===== src/rtl/ctu_jbusr_cken_rst_seq_if.sv =====
// ctu_jbusr_cken_rst_seq_if: request/status bundle between the jbusr clock-header sequencer and its controller
interface ctu_jbusr_cken_rst_seq_if;
    logic       start_req;
    logic       dbginit_req;
    logic       stop_req;
    logic       se;
    logic       cluster_cken;
    logic       grst_l;
    logic       gdbginit_l;
    logic       ready;
    logic       dbg_done;
    logic [2:0] seq_state;
    modport master (
        output start_req, dbginit_req, stop_req, se,
        input  cluster_cken, grst_l, gdbginit_l, ready, dbg_done, seq_state
    );
    modport slave (
        input  start_req, dbginit_req, stop_req, se,
        output cluster_cken, grst_l, gdbginit_l, ready, dbg_done, seq_state
    );
endinterface


===== src/rtl/ctu_jbusr_cken_rst_seq.sv =====
// ctu_jbusr_cken_rst_seq: orders cluster clock enable, reset release, debug-init pulses and shutdown on gclk
module ctu_jbusr_cken_rst_seq #(
    parameter int CKEN_DLY = 4,
    parameter int RST_DLY  = 8,
    parameter int DBG_CYC  = 16,
    parameter int CNT_W    = 5
) (
    input logic gclk,
    input logic grst,
    ctu_jbusr_cken_rst_seq_if.slave bus
);
    typedef enum logic [2:0] {
        OFF  = 3'd0,
        PRE  = 3'd1,
        RSTW = 3'd2,
        RUN  = 3'd3,
        DBG  = 3'd4,
        STOP = 3'd5
    } state_t;
    if (CKEN_DLY < 1 || RST_DLY < 1 || DBG_CYC < 1 ||
        (1 << CNT_W) <= CKEN_DLY || (1 << CNT_W) <= RST_DLY || (1 << CNT_W) <= DBG_CYC) begin : g_bad_params
        $error("ctu_jbusr_cken_rst_seq: delays must be >=1 and fit in CNT_W bits");
    end
    state_t state, state_n;
    logic [CNT_W-1:0] cnt, cnt_n;
    logic cken_q, grst_l_q, gdbginit_l_q, ready_q, dbg_done_q;
    logic last;
    assign last = cnt <= CNT_W'(1);
    // Each timed state exits on the cycle its counter reads 1, so a load of N gives N cycles in the state.
    always_comb begin
        state_n = state;
        cnt_n   = cnt;
        case (state)
            OFF: if (bus.start_req) begin
                state_n = (CKEN_DLY == 1) ? RSTW : PRE;
                cnt_n   = (CKEN_DLY == 1) ? CNT_W'(RST_DLY) : CNT_W'(CKEN_DLY - 1);
            end
            PRE: begin
                state_n = bus.stop_req ? OFF : last ? RSTW : PRE;
                cnt_n   = bus.stop_req ? '0 : last ? CNT_W'(RST_DLY) : cnt - 1'b1;
            end
            RSTW: begin
                state_n = bus.stop_req ? STOP : last ? RUN : RSTW;
                cnt_n   = bus.stop_req ? CNT_W'(RST_DLY) : last ? '0 : cnt - 1'b1;
            end
            RUN: begin
                state_n = bus.stop_req ? STOP : bus.dbginit_req ? DBG : RUN;
                cnt_n   = bus.stop_req ? CNT_W'(RST_DLY) : bus.dbginit_req ? CNT_W'(DBG_CYC) : '0;
            end
            DBG: begin
                state_n = bus.stop_req ? STOP : last ? RUN : DBG;
                cnt_n   = bus.stop_req ? CNT_W'(RST_DLY) : last ? '0 : cnt - 1'b1;
            end
            STOP: begin
                state_n = last ? OFF : STOP;
                cnt_n   = last ? '0 : cnt - 1'b1;
            end
            default: begin
                state_n = OFF;
                cnt_n   = '0;
            end
        endcase
    end
    always_ff @(posedge gclk) begin
        if (grst) begin
            state        <= OFF;
            cnt          <= '0;
            cken_q       <= 1'b0;
            grst_l_q     <= 1'b0;
            gdbginit_l_q <= 1'b0;
            ready_q      <= 1'b0;
            dbg_done_q   <= 1'b0;
        end else begin
            state        <= state_n;
            cnt          <= cnt_n;
            cken_q       <= state_n inside {RSTW, RUN, DBG, STOP};
            grst_l_q     <= state_n inside {RUN, DBG};
            gdbginit_l_q <= state_n == RUN;
            ready_q      <= state_n == RUN;
            dbg_done_q   <= state == DBG && state_n == RUN;
        end
    end
    assign bus.cluster_cken = cken_q | bus.se;
    assign bus.grst_l       = grst_l_q;
    assign bus.gdbginit_l   = gdbginit_l_q;
    assign bus.ready        = ready_q;
    assign bus.dbg_done     = dbg_done_q;
    assign bus.seq_state    = state;
endmodule


===== src/flat_wrapper.sv =====
// flat-port wrapper written by rule: the top's interface ports become plain ports
module ctu_jbusr_cken_rst_seq_flat 
#(
    parameter int CKEN_DLY = 4,
    parameter int RST_DLY  = 8,
    parameter int DBG_CYC  = 16,
    parameter int CNT_W    = 5
)
  (gclk, grst, bus_start_req, bus_dbginit_req, bus_stop_req, bus_se, bus_cluster_cken, bus_grst_l, bus_gdbginit_l, bus_ready, bus_dbg_done, bus_seq_state);
  ctu_jbusr_cken_rst_seq_if bus_i ();
  input logic gclk;
  input logic grst;
  input wire logic [$bits(bus_i.start_req)-1:0] bus_start_req;
  input wire logic [$bits(bus_i.dbginit_req)-1:0] bus_dbginit_req;
  input wire logic [$bits(bus_i.stop_req)-1:0] bus_stop_req;
  input wire logic [$bits(bus_i.se)-1:0] bus_se;
  output wire logic [$bits(bus_i.cluster_cken)-1:0] bus_cluster_cken;
  output wire logic [$bits(bus_i.grst_l)-1:0] bus_grst_l;
  output wire logic [$bits(bus_i.gdbginit_l)-1:0] bus_gdbginit_l;
  output wire logic [$bits(bus_i.ready)-1:0] bus_ready;
  output wire logic [$bits(bus_i.dbg_done)-1:0] bus_dbg_done;
  output wire logic [$bits(bus_i.seq_state)-1:0] bus_seq_state;
  assign bus_i.start_req = bus_start_req;
  assign bus_i.dbginit_req = bus_dbginit_req;
  assign bus_i.stop_req = bus_stop_req;
  assign bus_i.se = bus_se;
  assign bus_cluster_cken = bus_i.cluster_cken;
  assign bus_grst_l = bus_i.grst_l;
  assign bus_gdbginit_l = bus_i.gdbginit_l;
  assign bus_ready = bus_i.ready;
  assign bus_dbg_done = bus_i.dbg_done;
  assign bus_seq_state = bus_i.seq_state;
  ctu_jbusr_cken_rst_seq #(.CKEN_DLY(CKEN_DLY), .RST_DLY(RST_DLY), .DBG_CYC(DBG_CYC), .CNT_W(CNT_W)) u_core (.gclk(gclk), .grst(grst), .bus(bus_i));
endmodule

===== config.mk =====
export PLATFORM = sky130hd
export DESIGN_NAME = ctu_jbusr_cken_rst_seq_flat
export DESIGN_NICKNAME = d
export VERILOG_FILES = /design/src/rtl/ctu_jbusr_cken_rst_seq_if.sv /design/src/rtl/ctu_jbusr_cken_rst_seq.sv /design/src/flat_wrapper.sv
export SDC_FILE = /design/constraint.sdc
export NUM_CORES = 1
export LEC_CHECK = 0
export BUFFER_PORTS_ARGS = -buffer_cell sky130_fd_sc_hd__buf_2
export CORE_UTILIZATION = 45
export DETAILED_ROUTE_END_ITERATION = 10
export PLACE_DENSITY = 0.7
export SYNTH_ARGS = -nofsm -noshare
export SYNTH_HDL_FRONTEND = slang
export SYNTH_SLANG_ARGS = --single-unit

===== constraint.sdc =====
create_clock -name gclk -period 3.34 [get_ports gclk]
set_input_delay 0.167 -clock gclk [delete_from_list [all_inputs] [get_ports gclk]]
set_output_delay 0.167 -clock gclk [all_outputs]
set_load 0.03 [all_outputs]

==> reports/summary.txt <==
Result of the run - finished clean
Terminus of the critical flop-to-flop path - u_core.bus.grst_l$_SDFF_PP0_
Final number of hold-violating endpoints - 0
Data arrival time at the worst-slack endpoint - 2.06 ns
GRT Util Overall - 20.6%
RSZ-0062 raised after global routing - false
Post-synthesis simple-gate area fraction - 28.4%
Multiplexer fraction of the synthesized cell area - 1.86%
Clock tree skew after final layout - 0.00390 ns
Minimum setup slack among reg-to-reg paths - 1.50 ns
Final worst path period need - 1.84 ns
Post-synthesis adder-cell area fraction - 3.11%
Most used cells in the layout excluding fill and tap cells - sky130_fd_sc_hd__buf_2, sky130_fd_sc_hd__dfxtp_1, sky130_fd_sc_hd__nor2_1, sky130_fd_sc_hd__a21oi_1
R2R cell count - 7
CTS Sinks - 12
Worst hold margin - 0.210 ns
Startpoint of the lowest-slack register-to-register path - u_core.cnt[1]$_SDFFE_PP0P_
Cell area after synthesis - 806 um^2
Number of unique standard cell types used by synthesis - 37
Leading cell type in the layout, fill and taps excluded - sky130_fd_sc_hd__buf_2
RePlAce Congestion - 0.863
Synthesized instance count - 97
Flops & latches, synth - 12
CTS tree - built
Total of fill cells in the finished design - 153
CTS Root Buffer Type - sky130_fd_sc_hd__clkbuf_4
Largest buffer count on any clock path - 2
Wire length per cell after detailed routing - 13.0 um
VDD IR max - 0.197 mV
Clock Pin Slew Worst Setup and Hold Paths - 0.08 ns
Initial core utilization - 50.5%
Crit start category - register
Total Routed Length - 1.72 mm
Area share of the leading cell type in the synthesized netlist - 29.8%
Combinational family with the most area after synthesis - compound AO/OA/AOI/OAI gates
TNS Setup - 0 ns
Resize count post-CTS - 0
Number of antenna violations at the first check in global routing - 0
Max frequency - 544 MHz
Xor and xnor area share after synthesis - 0%
Pwr Density - 464 mW/mm^2
Finished Cell Area - 898 um^2
Setup Fix Bufs, Post-CTS - 0
Placed wire-length estimate after detailed placement - 1.25 mm
Total CTS buffers - 3
Transition time at the pin with the least slew margin - 0.574 ns
Number of primary I/O pins - 14
I/O Buffers - 13
Deepest level of the CTS H-tree - 1
CP Launch Point - u_core.cnt[1]$_SDFFE_PP0P_
Post-synthesis compound-gate area fraction - 29.7%
Post-detailed-route count of antenna-violating nets - 0
Grt ovf - 0
Kind of end point of the critical path - register
Area of placed instances - 862 um^2
Proportion of synthesized chip area in sequential cells - 29.8%
N_diodes - 0
Crit path kind - reg2reg
Number of setup violations in the final report - 0
Clock Latency Late Sink - 0.28 ns
Total Nets Final - 117
Total number of placement rows - 14
Die span in y - 44.3 um
Area leader, netlist - sky130_fd_sc_hd__dfxtp_1
Number of warnings printed during yosys synthesis - 0
Number of nets produced by synthesis - 105
Number of hold buffers added after CTS - 0
Initial DRT Pass Iterations - 4
Die area - 0.00196 mm^2
Number of global-route vias before repair - 670
Critical Path Fanout Max - 6
Via-per-instance ratio - 5.70
Total number of vias - 752
Largest cells by area after synthesis - sky130_fd_sc_hd__dfxtp_1, sky130_fd_sc_hd__nor2_1, sky130_fd_sc_hd__a21oi_1, sky130_fd_sc_hd__a31oi_1, sky130_fd_sc_hd__nand2b_1
MaxCap Viol Count - 0
Capture point of the worst path - u_core.bus.grst_l$_SDFF_PP0_
Largest net degree at the start of global routing - 18
Share of final-layout standard cells stronger than drive strength 1 - 25.0%
Residual DRC - 0
CP required - 3.57 ns
Worst hold path type - in2reg
Final clock period utilization by the worst path - 55.0%
Wire length of the first global-routing pass - 2.86 mm
Count of pins over their slew limit - 0
Growth of design area from synthesis to finish - 11.5%
Detailed Route Iter0 Violations - 23
Horizontal extent of the die - 44.3 um
Syn avg cell area - 8.31 um^2
Relative max-transition margin - 61.4%
Area inside the core boundary - 0.00159 mm^2
Leak pwr - 0.358 nW
cell type report:
class,count,area [um^2],share of cell area [%]
clock buffer,4,36.3,4.04
inverter,5,18.8,2.09
multi-input combinational,74,508,56.5
sequential,12,240,26.7
tap,24,30.0,3.34
timing repair buffer,13,65.1,7.24
worst min path at each step:
stage	cells past startpoint	from	slack, ns	endpoint
CTS	2	grst	0.20	u_core.bus.seq_state[2]$_SDFF_PP0_
floorplan	2	grst	0.34	u_core.bus.dbg_done$_SDFF_PP0_
detailed placement	2	grst	0.51	u_core.bus.seq_state[2]$_SDFF_PP0_
finish	2	grst	0.21	u_core.bus.seq_state[2]$_SDFF_PP0_
global route	2	grst	0.22	u_core.bus.grst_l$_SDFF_PP0_
global placement	2	grst	0.51	u_core.bus.grst_l$_SDFF_PP0_
power breakdown:
part           internal (mW)  switching, mW
clock                 0.0664         0.0541
combinational         0.0517         0.0704
sequential             0.154         0.0207
total                  0.272          0.145
sequential cells by signal, indices dropped and copies added, names as in the netlist:
register               cells
u_core.bus.gdbginit_l      1
u_core.cnt                 5
u_core.bus.grst_l          1
u_core.cken_q              1
u_core.bus.seq_state       3
u_core.bus.dbg_done        1
metal layers:
layer,up-vias,GRT usage [%],routed length (um)
li1,379,-,-
met1,328,27.3,825
met2,40,27.1,699
met3,5,8.57,152
met4,0,13.3,37
met5,-,0,0
logic make-up (layout without fill, tap and decap cells):
logic type	count (synthesis)	count (layout)
compound gates	31	31
buf+inv	11	22
fa+ha+maj	2	2
mux	1	1
flops	12	12
simple gates	40	40
Yosys cell counts:
library cell	count
sky130_fd_sc_hd__or2_2	2
sky130_fd_sc_hd__o21ai_0	1
sky130_fd_sc_hd__o32ai_2	1
sky130_fd_sc_hd__a31oi_1	5
sky130_fd_sc_hd__dfxtp_1	12
sky130_fd_sc_hd__inv_1	5
sky130_fd_sc_hd__a211oi_1	1
sky130_fd_sc_hd__nor3b_2	1
sky130_fd_sc_hd__o21ba_2	1
sky130_fd_sc_hd__a21o_1	2
sky130_fd_sc_hd__buf_4	4
sky130_fd_sc_hd__nor2b_1	3
sky130_fd_sc_hd__nand2b_1	5
sky130_fd_sc_hd__o221a_4	1
sky130_fd_sc_hd__o211ai_1	3
sky130_fd_sc_hd__buf_2	1
sky130_fd_sc_hd__nor3b_1	3
sky130_fd_sc_hd__nor4_1	2
sky130_fd_sc_hd__a2111oi_0	1
sky130_fd_sc_hd__ha_1	2
sky130_fd_sc_hd__nor2_1	11
sky130_fd_sc_hd__nand3_1	1
sky130_fd_sc_hd__nand4_1	1
sky130_fd_sc_hd__a221o_1	2
sky130_fd_sc_hd__o21bai_2	1
sky130_fd_sc_hd__nor2_2	1
sky130_fd_sc_hd__nor3_1	3
sky130_fd_sc_hd__mux2_4	1
sky130_fd_sc_hd__o31a_1	1
sky130_fd_sc_hd__and2_1	1
sky130_fd_sc_hd__o21ai_1	1
sky130_fd_sc_hd__nand3b_1	1
sky130_fd_sc_hd__nand2_1	4
sky130_fd_sc_hd__a21oi_1	8
sky130_fd_sc_hd__clkbuf_1	1
sky130_fd_sc_hd__a211o_1	2
sky130_fd_sc_hd__nor3_4	1
metrics by stage:
stage                     instances  utilization (%)  worst slack (ns)  total power [mW]
after global routing            132             56.4              1.36             0.440
after CTS                       132             56.4              1.51             0.419
after global placement          128             54.1              1.55             0.297
final                           132             56.4              1.50             0.417
after detailed placement        128             54.1              1.53             0.298
after floorplan                  97                -              1.66             0.274
worst max-delay path: stages (launching register included):
cell	delay [ns]
sky130_fd_sc_hd__dfxtp_1	0.39
sky130_fd_sc_hd__inv_1	0.11
sky130_fd_sc_hd__ha_1	0.19
sky130_fd_sc_hd__o21bai_2	0.24
sky130_fd_sc_hd__a221o_1	0.33
sky130_fd_sc_hd__o221a_4	0.14
sky130_fd_sc_hd__mux2_4	0.30
sky130_fd_sc_hd__nor2_2	0.07
No activity file was read; power rests on OpenSTA's default activity.
